$ cat config.mk
export PLATFORM = sky130hd
export DESIGN_NAME = wbuf_axi_drain
export DESIGN_NICKNAME = d
export VERILOG_FILES = /design/src/rtl/wbuf_axi_drain.sv
export SDC_FILE = /design/constraint.sdc
export NUM_CORES = 1
export LEC_CHECK = 0
export ABC_AREA = 1
export BUFFER_PORTS_ARGS = -buffer_cell sky130_fd_sc_hd__buf_2
export CORE_MARGIN = 3
export CORE_UTILIZATION = 28
export DETAILED_ROUTE_END_ITERATION = 10
export SETUP_SLACK_MARGIN = 0.02
export SYNTH_ARGS = -nofsm -noshare
export SYNTH_HDL_FRONTEND = slang
export SYNTH_SLANG_ARGS = --single-unit
$ cat constraint.sdc
create_clock -name clk -period 4.98 [get_ports clk]
set_input_delay 0.747 -clock clk [delete_from_list [all_inputs] [get_ports clk]]
set_output_delay 0.747 -clock clk [all_outputs]
set_load 0.05 [all_outputs]
$ cat src/rtl/wbuf_axi_drain.sv
// Drains the write-buffer FIFO head onto a single-beat AXI4 write (AW/W/B),
// popping the entry only once its B response has been accepted.
module wbuf_axi_drain #(
  parameter int          ADDR_W   = 32,
  parameter int          DATA_W   = 32,
  parameter logic [3:0]  AXI_ID   = 4'd1,
  parameter logic [2:0]  AXI_SIZE = 3'b010
) (
  input  logic                  clk,
  input  logic                  reset,
  input  logic                  fifo_empty,
  input  logic [ADDR_W-1:0]     fifo_addr,
  input  logic [DATA_W-1:0]     fifo_data,
  input  logic [DATA_W/8-1:0]   fifo_strb,
  output logic                  fifo_read,
  output logic [3:0]            awid,
  output logic [ADDR_W-1:0]     awaddr,
  output logic [7:0]            awlen,
  output logic [2:0]            awsize,
  output logic [1:0]            awburst,
  output logic                  awvalid,
  input  logic                  awready,
  output logic [DATA_W-1:0]     wdata,
  output logic [DATA_W/8-1:0]   wstrb,
  output logic                  wlast,
  output logic                  wvalid,
  input  logic                  wready,
  input  logic [3:0]            bid,
  input  logic [1:0]            bresp,
  input  logic                  bvalid,
  output logic                  bready,
  output logic                  idle,
  output logic                  bus_err
);

  localparam int STRB_W = DATA_W / 8;

  typedef enum logic [1:0] {IDLE, SEND, RESP} state_t;

  state_t              state_q, state_d;
  logic                awvalid_q, awvalid_d;
  logic                wvalid_q, wvalid_d;
  logic                bready_q, bready_d;
  logic                aw_done_q, aw_done_d;
  logic                w_done_q, w_done_d;
  logic                bus_err_q, bus_err_d;
  logic [ADDR_W-1:0]   awaddr_q, awaddr_d;
  logic [DATA_W-1:0]   wdata_q, wdata_d;
  logic [STRB_W-1:0]   wstrb_q, wstrb_d;
  logic                aw_fire, w_fire;
  logic                unused_bid;

  always_ff @(posedge clk or posedge reset) begin
    if (reset) begin
      state_q   <= IDLE;
      awvalid_q <= 1'b0;
      wvalid_q  <= 1'b0;
      bready_q  <= 1'b0;
      aw_done_q <= 1'b0;
      w_done_q  <= 1'b0;
      bus_err_q <= 1'b0;
      awaddr_q  <= '0;
      wdata_q   <= '0;
      wstrb_q   <= '0;
    end else begin
      state_q   <= state_d;
      awvalid_q <= awvalid_d;
      wvalid_q  <= wvalid_d;
      bready_q  <= bready_d;
      aw_done_q <= aw_done_d;
      w_done_q  <= w_done_d;
      bus_err_q <= bus_err_d;
      awaddr_q  <= awaddr_d;
      wdata_q   <= wdata_d;
      wstrb_q   <= wstrb_d;
    end
  end

  always_comb begin
    state_d   = state_q;
    awvalid_d = awvalid_q;
    wvalid_d  = wvalid_q;
    bready_d  = bready_q;
    aw_done_d = aw_done_q;
    w_done_d  = w_done_q;
    bus_err_d = bus_err_q;
    awaddr_d  = awaddr_q;
    wdata_d   = wdata_q;
    wstrb_d   = wstrb_q;
    aw_fire   = awvalid_q & awready;
    w_fire    = wvalid_q & wready;
    case (state_q)
      IDLE: begin
        if (!fifo_empty) begin
          awaddr_d  = fifo_addr;
          wdata_d   = fifo_data;
          wstrb_d   = fifo_strb;
          awvalid_d = 1'b1;
          wvalid_d  = 1'b1;
          aw_done_d = 1'b0;
          w_done_d  = 1'b0;
          state_d   = SEND;
        end
      end
      SEND: begin
        // AW and W complete independently; move on once both have handshaked.
        if (aw_fire) begin
          awvalid_d = 1'b0;
          aw_done_d = 1'b1;
        end
        if (w_fire) begin
          wvalid_d = 1'b0;
          w_done_d = 1'b1;
        end
        if (aw_done_d && w_done_d) begin
          bready_d = 1'b1;
          state_d  = RESP;
        end
      end
      RESP: begin
        if (bvalid) begin
          bready_d = 1'b0;
          if (bresp != 2'b00) bus_err_d = 1'b1;
          state_d = IDLE;
        end
      end
      default: state_d = IDLE;
    endcase
  end

  // Pop coincides with the B handshake so the head stays visible until done.
  assign fifo_read  = (state_q == RESP) & bvalid;
  assign idle       = (state_q == IDLE) & fifo_empty;
  assign bus_err    = bus_err_q;
  assign awid       = AXI_ID;
  assign awaddr     = awaddr_q;
  assign awlen      = 8'd0;
  assign awsize     = AXI_SIZE;
  assign awburst    = 2'b01;
  assign awvalid    = awvalid_q;
  assign wdata      = wdata_q;
  assign wstrb      = wstrb_q;
  assign wlast      = 1'b1;
  assign wvalid     = wvalid_q;
  assign bready     = bready_q;
  assign unused_bid = ^bid;

endmodule
After elaboration in Yosys (flattened, before gate mapping)
Cells that the tools add are included.
- ROM bits: 0
- register bits: 76
- memories kept: 0
- logic and storage cells: 53
- latch bits: 0
- memory bits (writable): 0
- output and inout port bits: 92
- $mul: 0
- div/mod/pow operators: 0
- bitwise logic cells: 5
- shift operators: 0
- reduce and logical (&&, ||, !) cells: 12
- mux-type cells: 19
- add/subtract/negate cells: 0
- magnitude comparators: 0
- equal/unequal tests: 7
- operators by type and width (operator ; count):
    AND reduction 3 bit ; 5
    two-way mux 1 bit ; 10
    != test 2 bit, second input constant ; 5
    case mux 1 bit (2 select lines) ; 5
    two-way mux 2 bit ; 3
    case mux 2 bit (3 select lines) ; 1
    nonzero test 2 bit ; 3
    AND 1 bit ; 4
    AND reduction 2 bit ; 2
    equality test 2 x 1 -> 1 bit, second input constant ; 1
    equality test 2 bit, second input constant ; 1
    logical NOT 2 bit ; 1
    logical AND 1 bit ; 1
    NOT 1 bit ; 1

Longest topological paths before layout
Gate-level depths: netlist of run 1.
- depth after elaboration: 6
- mapped depth: 6
- gate-level depth less buffers: 5

Worst setup path before layout of run 1
OpenSTA, ideal clock, no wires.
- path kind: in2out
- start point: in fifo_empty
- end point: out idle
- data required time: 4.233 ns
- path buffers: 0
- arrival time: 1.853 ns
- path slack: 2.380 ns
- stages: 2
- path through: inv_1 -> nor3_1
- longest elaborated chain between the ends: 1
- RTL lines (what ; line ; text):
    from (decl) ; 11 ; input logic fifo_empty,
    AND 1 bit ; 133 ; assign idle = (state_q == IDLE) & fifo_empty;
    to (decl) ; 32 ; output logic idle,
Every way passes these cells.

Worst setup path in the final report of run 1
- start point: in fifo_empty
- end point: reg wdata_q[25] (netlist: wdata[25])
- longest elaborated chain between the ends: 2
- RTL lines (what ; line ; text):
    NOT 1 bit (no source line) ; n/a ;
    AND reduction 2 bit (no source line) ; n/a ;
    to (signal assigned) ; 74 ; wdata_q <= wdata_d;
    to (decl) ; 48 ; logic [DATA_W-1:0] wdata_q, wdata_d;
Every way passes these cells.
A chain may end at the register's enable or synchronous reset.

==> reports/results.ini, run 1 <==
[status]
status=complete, no violations

[global_route]
first_global_vias=2696
grt_max_degree=77
grt_pass1_wl_mm=12.45
antenna_found_initial=0
globalRouteTotalUtil=0.1081
grt_overflow=0

[die]
rows=41
die_h_um=120.5
pin_count=172
coreArea_um2=12720
die_area_um2=14520
die_w_um=120.5
initial_core_util=0.2885

[place]
dpl_cell_area_um2=4377
hpwl_mm=5.330
place_ws_ns=2.303
numPortBuffers=149
gp_congestion=0.7067
dp.cells=660

[detailed_routing]
drt.antenna.violating_nets=0
vias=2578
detail_route.wl_per_cell_um=11.00
drc=0
drt_iter0_drc=88
via_per_inst=3.814
dr.pass1.iters=4
finalWirelength_mm=7.433

[synth]
ys_top_cells_by_area=dfrtp_1, o21ai_2, nand2_2, inv_1, buf_12
synth-seq-area-share=0.5182
synth_cell_types=17
synthesis.instances=354
ys.flop_type=dfrtp_1
yosysMostFrequentCell=dfrtp_1
synth_area_um2=3670
ys_warn_count=0
synth_edf_count=0
ys_ff_latch=76
synth_top_cell_area_share=0.5182
avgSynthCellArea_um2=10.37
ys_async_sr_fraction=1.000
synth_commonest_cells=dfrtp_1, inv_1, o21ai_2
synth_top_area_cell=dfrtp_1

[worst_setup_path]
cp-end-kind=register
critPathKind=in2reg
startpoint_type=input pin
cp_max_fo=75
crit_required_ns=5.17
critPathArrivalTime_ns=2.51

[clock_tree]
cts_tree=done
clk_path_buf_depth=2
root_buffer=clkbuf_16
cts.sinks=76
cts_buffers=9
hold_buffers=0
h-tree-depth=3
path_clk_slew_ns=0.06
cts_resized=0
postCtsSetupBuffers=0
clock_latency_ns=0.33

[timing]
relSlewSlack=0.3030
finalCritPeriodShare=0.4675
setup_violations=0
hold_violations=0
fmax_ghz=0.4296
finClkSkew_ns=0.006059
worst_pin_slew_ns=1.046
rsz0062_at_grt=no
fin_tns_setup_ns=0
maxSlewViolCount=0
fin_ws_ns=2.652
timing.final.crit_period_ns=2.328
worst_hold_slack_ns=0.4718

[power]
cellPowerDensity_nw_per_um2=806.5
power_mw=3.758
power_leakage_nw=2.608
irDropWorstVdd_mv=0.3180

[worst_hold_path]
hold_class=reg2reg

[finish]
drive_above_1_share=0.5813
final_util=0.3662
final_cell_area_um2=4659
areaGrowthSynthToFinish_pct=26.97
fin_cells=676
antennaDiodeCount=0
nNetsFinal=579

[run]
cap_viol_max_count=0

==> worst max-delay path, cell delays in order <==
cell and delay, ns:
buf_2 0.10, inv_1 0.11, nand3_4 0.73, buf_12 0.58, nand2_2 0.11, o21ai_2 0.05
==> state kept, by name, indices dropped and copies added (netlist names) <==
name       count
state_q        2
bready         1
wstrb          4
awvalid        1
aw_done_q      1
wdata         32
wvalid         1
w_done_q       1
awaddr        32
bus_err        1
==> layout make-up <==
type	instances	area (µm²)
inverters	75	282.8
multi-input cells	186	1204
fillers	1352	8063
clock buffers	15	277.8
repair buffers	151	773.2
clock inverters	1	5.005
flip-flops and latches	76	1902
well taps	172	215.2
==> path summary, 6_finish.rpt <==
| check | startpoint | cells after the start | slack, ns | endpoint |
|---|---|---|---|---|
| worst min register to register | bus_err$_DFFE_PP0P_ | 1 | 0.47 | bus_err$_DFFE_PP0P_ |
| worst max-delay path | fifo_empty | 6 | 2.65 | wdata[25]$_DFFE_PP0P_ |
| worst max register to register | state_q[1]$_DFFE_PP0P_ | 5 | 2.78 | wdata[25]$_DFFE_PP0P_ |
| min in group asynchronous | reset | 3 | 0.69 | awaddr[14]$_DFFE_PP0P_ |
| worst min-delay path | bus_err$_DFFE_PP0P_ | 1 | 0.47 | bus_err$_DFFE_PP0P_ |
| max in group asynchronous | reset | 3 | 3.62 | awaddr[27]$_DFFE_PP0P_ |
==> routing by layer <==
metal  vias to the layer above  wire length [µm]  GRT usage  share of wire
li1                       1312                 -          -              -
met1                      1157              3076     0.1221           0.41
met2                        98              3566     0.1771           0.48
met3                        11               646    0.04397          0.087
met4                         0               143    0.05312          0.019
met5                         -                 0          0              0
==> kinds of logic (layout without fill, tap and decap cells) <==
kind of cell | after synthesis | in the layout | synth area share
AO/OA/AOI/OAI | 71 | 71 | 0.1671
buffers and inverters | 108 | 242 | 0.1701
AND/OR/NAND/NOR | 97 | 97 | 0.1425
other | 2 | 18 | 0.002046
flip-flops | 76 | 76 | 0.5182
==> where the power goes <==
group | internal [mW] | switching, mW
Combinational | 0.491 | 1.55
Sequential | 0.913 | 0.186
Clock | 0.378 | 0.237
Total | 1.78 | 1.98
==> layout by cell type (no fill, tap or decap), types with 2 or more instances in the layout <==
cell type	n
clkbuf_8	3
dfrtp_1	76
nor2_1	3
nand2_1	34
buf_2	149
inv_1	72
o21ai_0	2
clkbuf_1	3
clkinv_2	2
nand2_2	57
conb_1	18
clkbuf_16	9
o21ai_2	68
inv_2	2
No activity file was read; power rests on OpenSTA's default activity.
==> run 2, diff against run 1 <==
==> constraint.sdc (replaced) <==
create_clock -name clk -period 1.9 [get_ports clk]
set_input_delay 0.285 -clock clk [delete_from_list [all_inputs] [get_ports clk]]
set_output_delay 0.285 -clock clk [all_outputs]
set_load 0.05 [all_outputs]
==> run 2 against run 1 <==
Register-to-register slack worse by 2.2 ns; design area up 1.4%; die area unchanged; via count down 0.39%; clock power rose to 2.8 times the previous value; power rose to 2.7 times the previous value; wire length fell by 1.8%; sequential cell count unchanged; count of clock-buffer cells in the layout is 3 lower; critical path type is now reg2out; largest cell class unchanged; highest routed layer is now met5.
==> reports/results.ini, run 2 (synthesis results as in run 1) <==
[status]
status=complete, no violations

[worst_setup_path]
r2r_start=state_q[1]$_DFFE_PP0P_
critPathArrivalTime_ns=1.26  ; -1.25 ns
rr_worst_depth=5  ; unchanged
reg2reg_to=wdata[11]$_DFFE_PP0P_
cp_max_fo=3  ; -96%
crit_required_ns=1.62  ; -3.55 ns
startpoint_type=register
critPathKind=reg2out
ff2ff_setup_slack_ns=0.60  ; -2.18 ns
cp-end-kind=primary output

[clock_tree]
cts_tree=done
h-tree-depth=3  ; unchanged
root_buffer=clkbuf_16
cts_resized=0  ; unchanged
cts_buffers=9  ; unchanged
cts.sinks=76  ; unchanged
postCtsSetupBuffers=0  ; unchanged
clk_path_buf_depth=2  ; unchanged
path_clk_slew_ns=0.06  ; about the same
hold_buffers=0  ; unchanged
clock_latency_ns=0.33  ; about the same

[detailed_routing]
vias=2568  ; -0.39%
finalWirelength_mm=7.302  ; -1.8%
dr.pass1.iters=4  ; unchanged
via_per_inst=3.788  ; -0.68%
drt.antenna.violating_nets=0  ; unchanged
drt_iter0_drc=88  ; unchanged
drc=0  ; unchanged
detail_route.wl_per_cell_um=10.77  ; -2.1%

[place]
gp_congestion=0.7276  ; +3.0%
dpl_cell_area_um2=4419  ; +0.97%
hpwl_mm=5.377  ; +0.88%
numPortBuffers=149  ; unchanged

[finish]
final_util=0.3713  ; +0.005016
final_cell_mix=buf_2, dfrtp_1, inv_1
n_fill_cell=1317  ; -2.6%
antennaDiodeCount=0  ; unchanged
final_common_cell=buf_2
nNetsFinal=581  ; +0.35%
drive_above_1_share=0.5870  ; +0.005607
areaGrowthSynthToFinish_pct=28.71
final_cell_area_um2=4723  ; +1.4%

[die]
coreArea_um2=12720  ; unchanged
initial_core_util=0.2885  ; unchanged
die_w_um=120.5  ; unchanged
rows=41  ; unchanged
die_area_um2=14520  ; unchanged
die_h_um=120.5  ; unchanged
pin_count=172  ; unchanged

[timing]
fmax_ghz=0.6483
worst_hold_slack_ns=0.07214  ; -0.3997 ns
fin_tns_setup_ns=0  ; unchanged
finalCritPeriodShare=0.8118
timing.final.crit_period_ns=1.542
finClkSkew_ns=0.003534  ; -0.002525 ns
relSlewSlack=0.6532  ; +0.3502
maxSlewViolCount=0  ; unchanged
rsz0062_at_grt=no
worst_pin_slew_ns=0.5203  ; -0.5253 ns
setup_violations=0  ; unchanged
hold_violations=0  ; unchanged

[power]
p_seq_frac=0.288  ; -0.004
internal_power_mw=4.787  ; +170%
p_comb_frac=0.540  ; -0.004
clockPowerShare=0.172  ; +0.008
swShare=0.5207  ; -0.005233
irDropWorstVdd_mv=0.7976  ; +150%
cellPowerDensity_nw_per_um2=2115  ; +160%
power.switching_mw=5.201  ; +160%
power_leakage_nw=2.632  ; +0.92%

[run]
cap_viol_max_count=0  ; unchanged

[worst_hold_path]
hold_class=in2async

[global_route]
first_global_vias=2563  ; -4.9%
grt_overflow=0  ; unchanged
antenna_found_initial=1  ; +1
grt_pass1_wl_mm=12.04  ; -3.3%
grt_max_degree=81  ; +5.2%
globalRouteTotalUtil=0.1044  ; -0.003708

==> run 2: worst max-delay path by stage <==
| stage | start | depth (start not counted) | to | slack, ns |
|---|---|---|---|---|
| 4_1_cts | state_q[0]$_DFFE_PP0P_ | 4 | fifo_read | 0.33 |
| 3_3_place_gp | fifo_empty | 6 | awaddr[30]$_DFFE_PP0P_ | 0.63 |
| 3_5_place_dp | state_q[1]$_DFFE_PP0P_ | 5 | awaddr[30]$_DFFE_PP0P_ | 0.61 |
| 5_1_grt | state_q[0]$_DFFE_PP0P_ | 4 | fifo_read | 0.25 |
| 2_1_floorplan | state_q[1]$_DFFE_PP0P_ | 1 | idle | 0.13 |
| 6_report | state_q[0]$_DFFE_PP0P_ | 4 | fifo_read | 0.36 |
==> run 2: layout make-up <==
type | count | area [µm²] | share of cell area
repair buffers | 153 | 813.3 | 0.1722
inverters | 75 | 285.3 | 0.06040
multi-input cells | 186 | 1204 | 0.2548
well taps | 172 | 215.2 | 0.04556
clock inverters | 4 | 47.55 | 0.01007
clock buffers | 12 | 256.5 | 0.05430
flip-flops and latches | 76 | 1902 | 0.4026
==> run 2: per-layer routing <==
| metal | wire, µm | part of all wire | global-route usage | vias up |
|---|---|---|---|---|
| li1 | - | - | - | 1317 |
| met1 | 3024 | 0.41 | 0.1194 | 1143 |
| met2 | 3421 | 0.47 | 0.1673 | 92 |
| met3 | 675 | 0.092 | 0.04397 | 14 |
| met4 | 173 | 0.024 | 0.05312 | 2 |
| met5 | 7 | 0.00096 | 0 | - |
==> run 2: power by group through the flow <==
stage | sequential, mW | clock [mW] | combinational (mW)
after floorplan | 5.44 | 0 | 1.98
after global placement | 2.87 | 0 | 5.41
after detailed placement | 2.91 | 0 | 5.46
after CTS | 2.89 | 1.81 | 5.46
after global routing | 2.98 | 1.87 | 5.71
final | 2.88 | 1.72 | 5.39
==> run 2: through the flow <==
step / std cells / power (mW) / worst slack [ns]
floorplan: 370 / 7.422 / 0.1279
global placement: 662 / 8.279 / 0.6274
detailed placement: 662 / 8.368 / 0.6133
CTS: 678 / 10.17 / 0.3252
global route: 678 / 10.56 / 0.2517
finish: 678 / 9.988 / 0.3576
==> run 2: critical path, cell delays in order (launching register included) <==
cell     delay (ns)
dfrtp_1        0.40
inv_2          0.09
nand2_1        0.08
nor2_1         0.09
buf_2          0.26
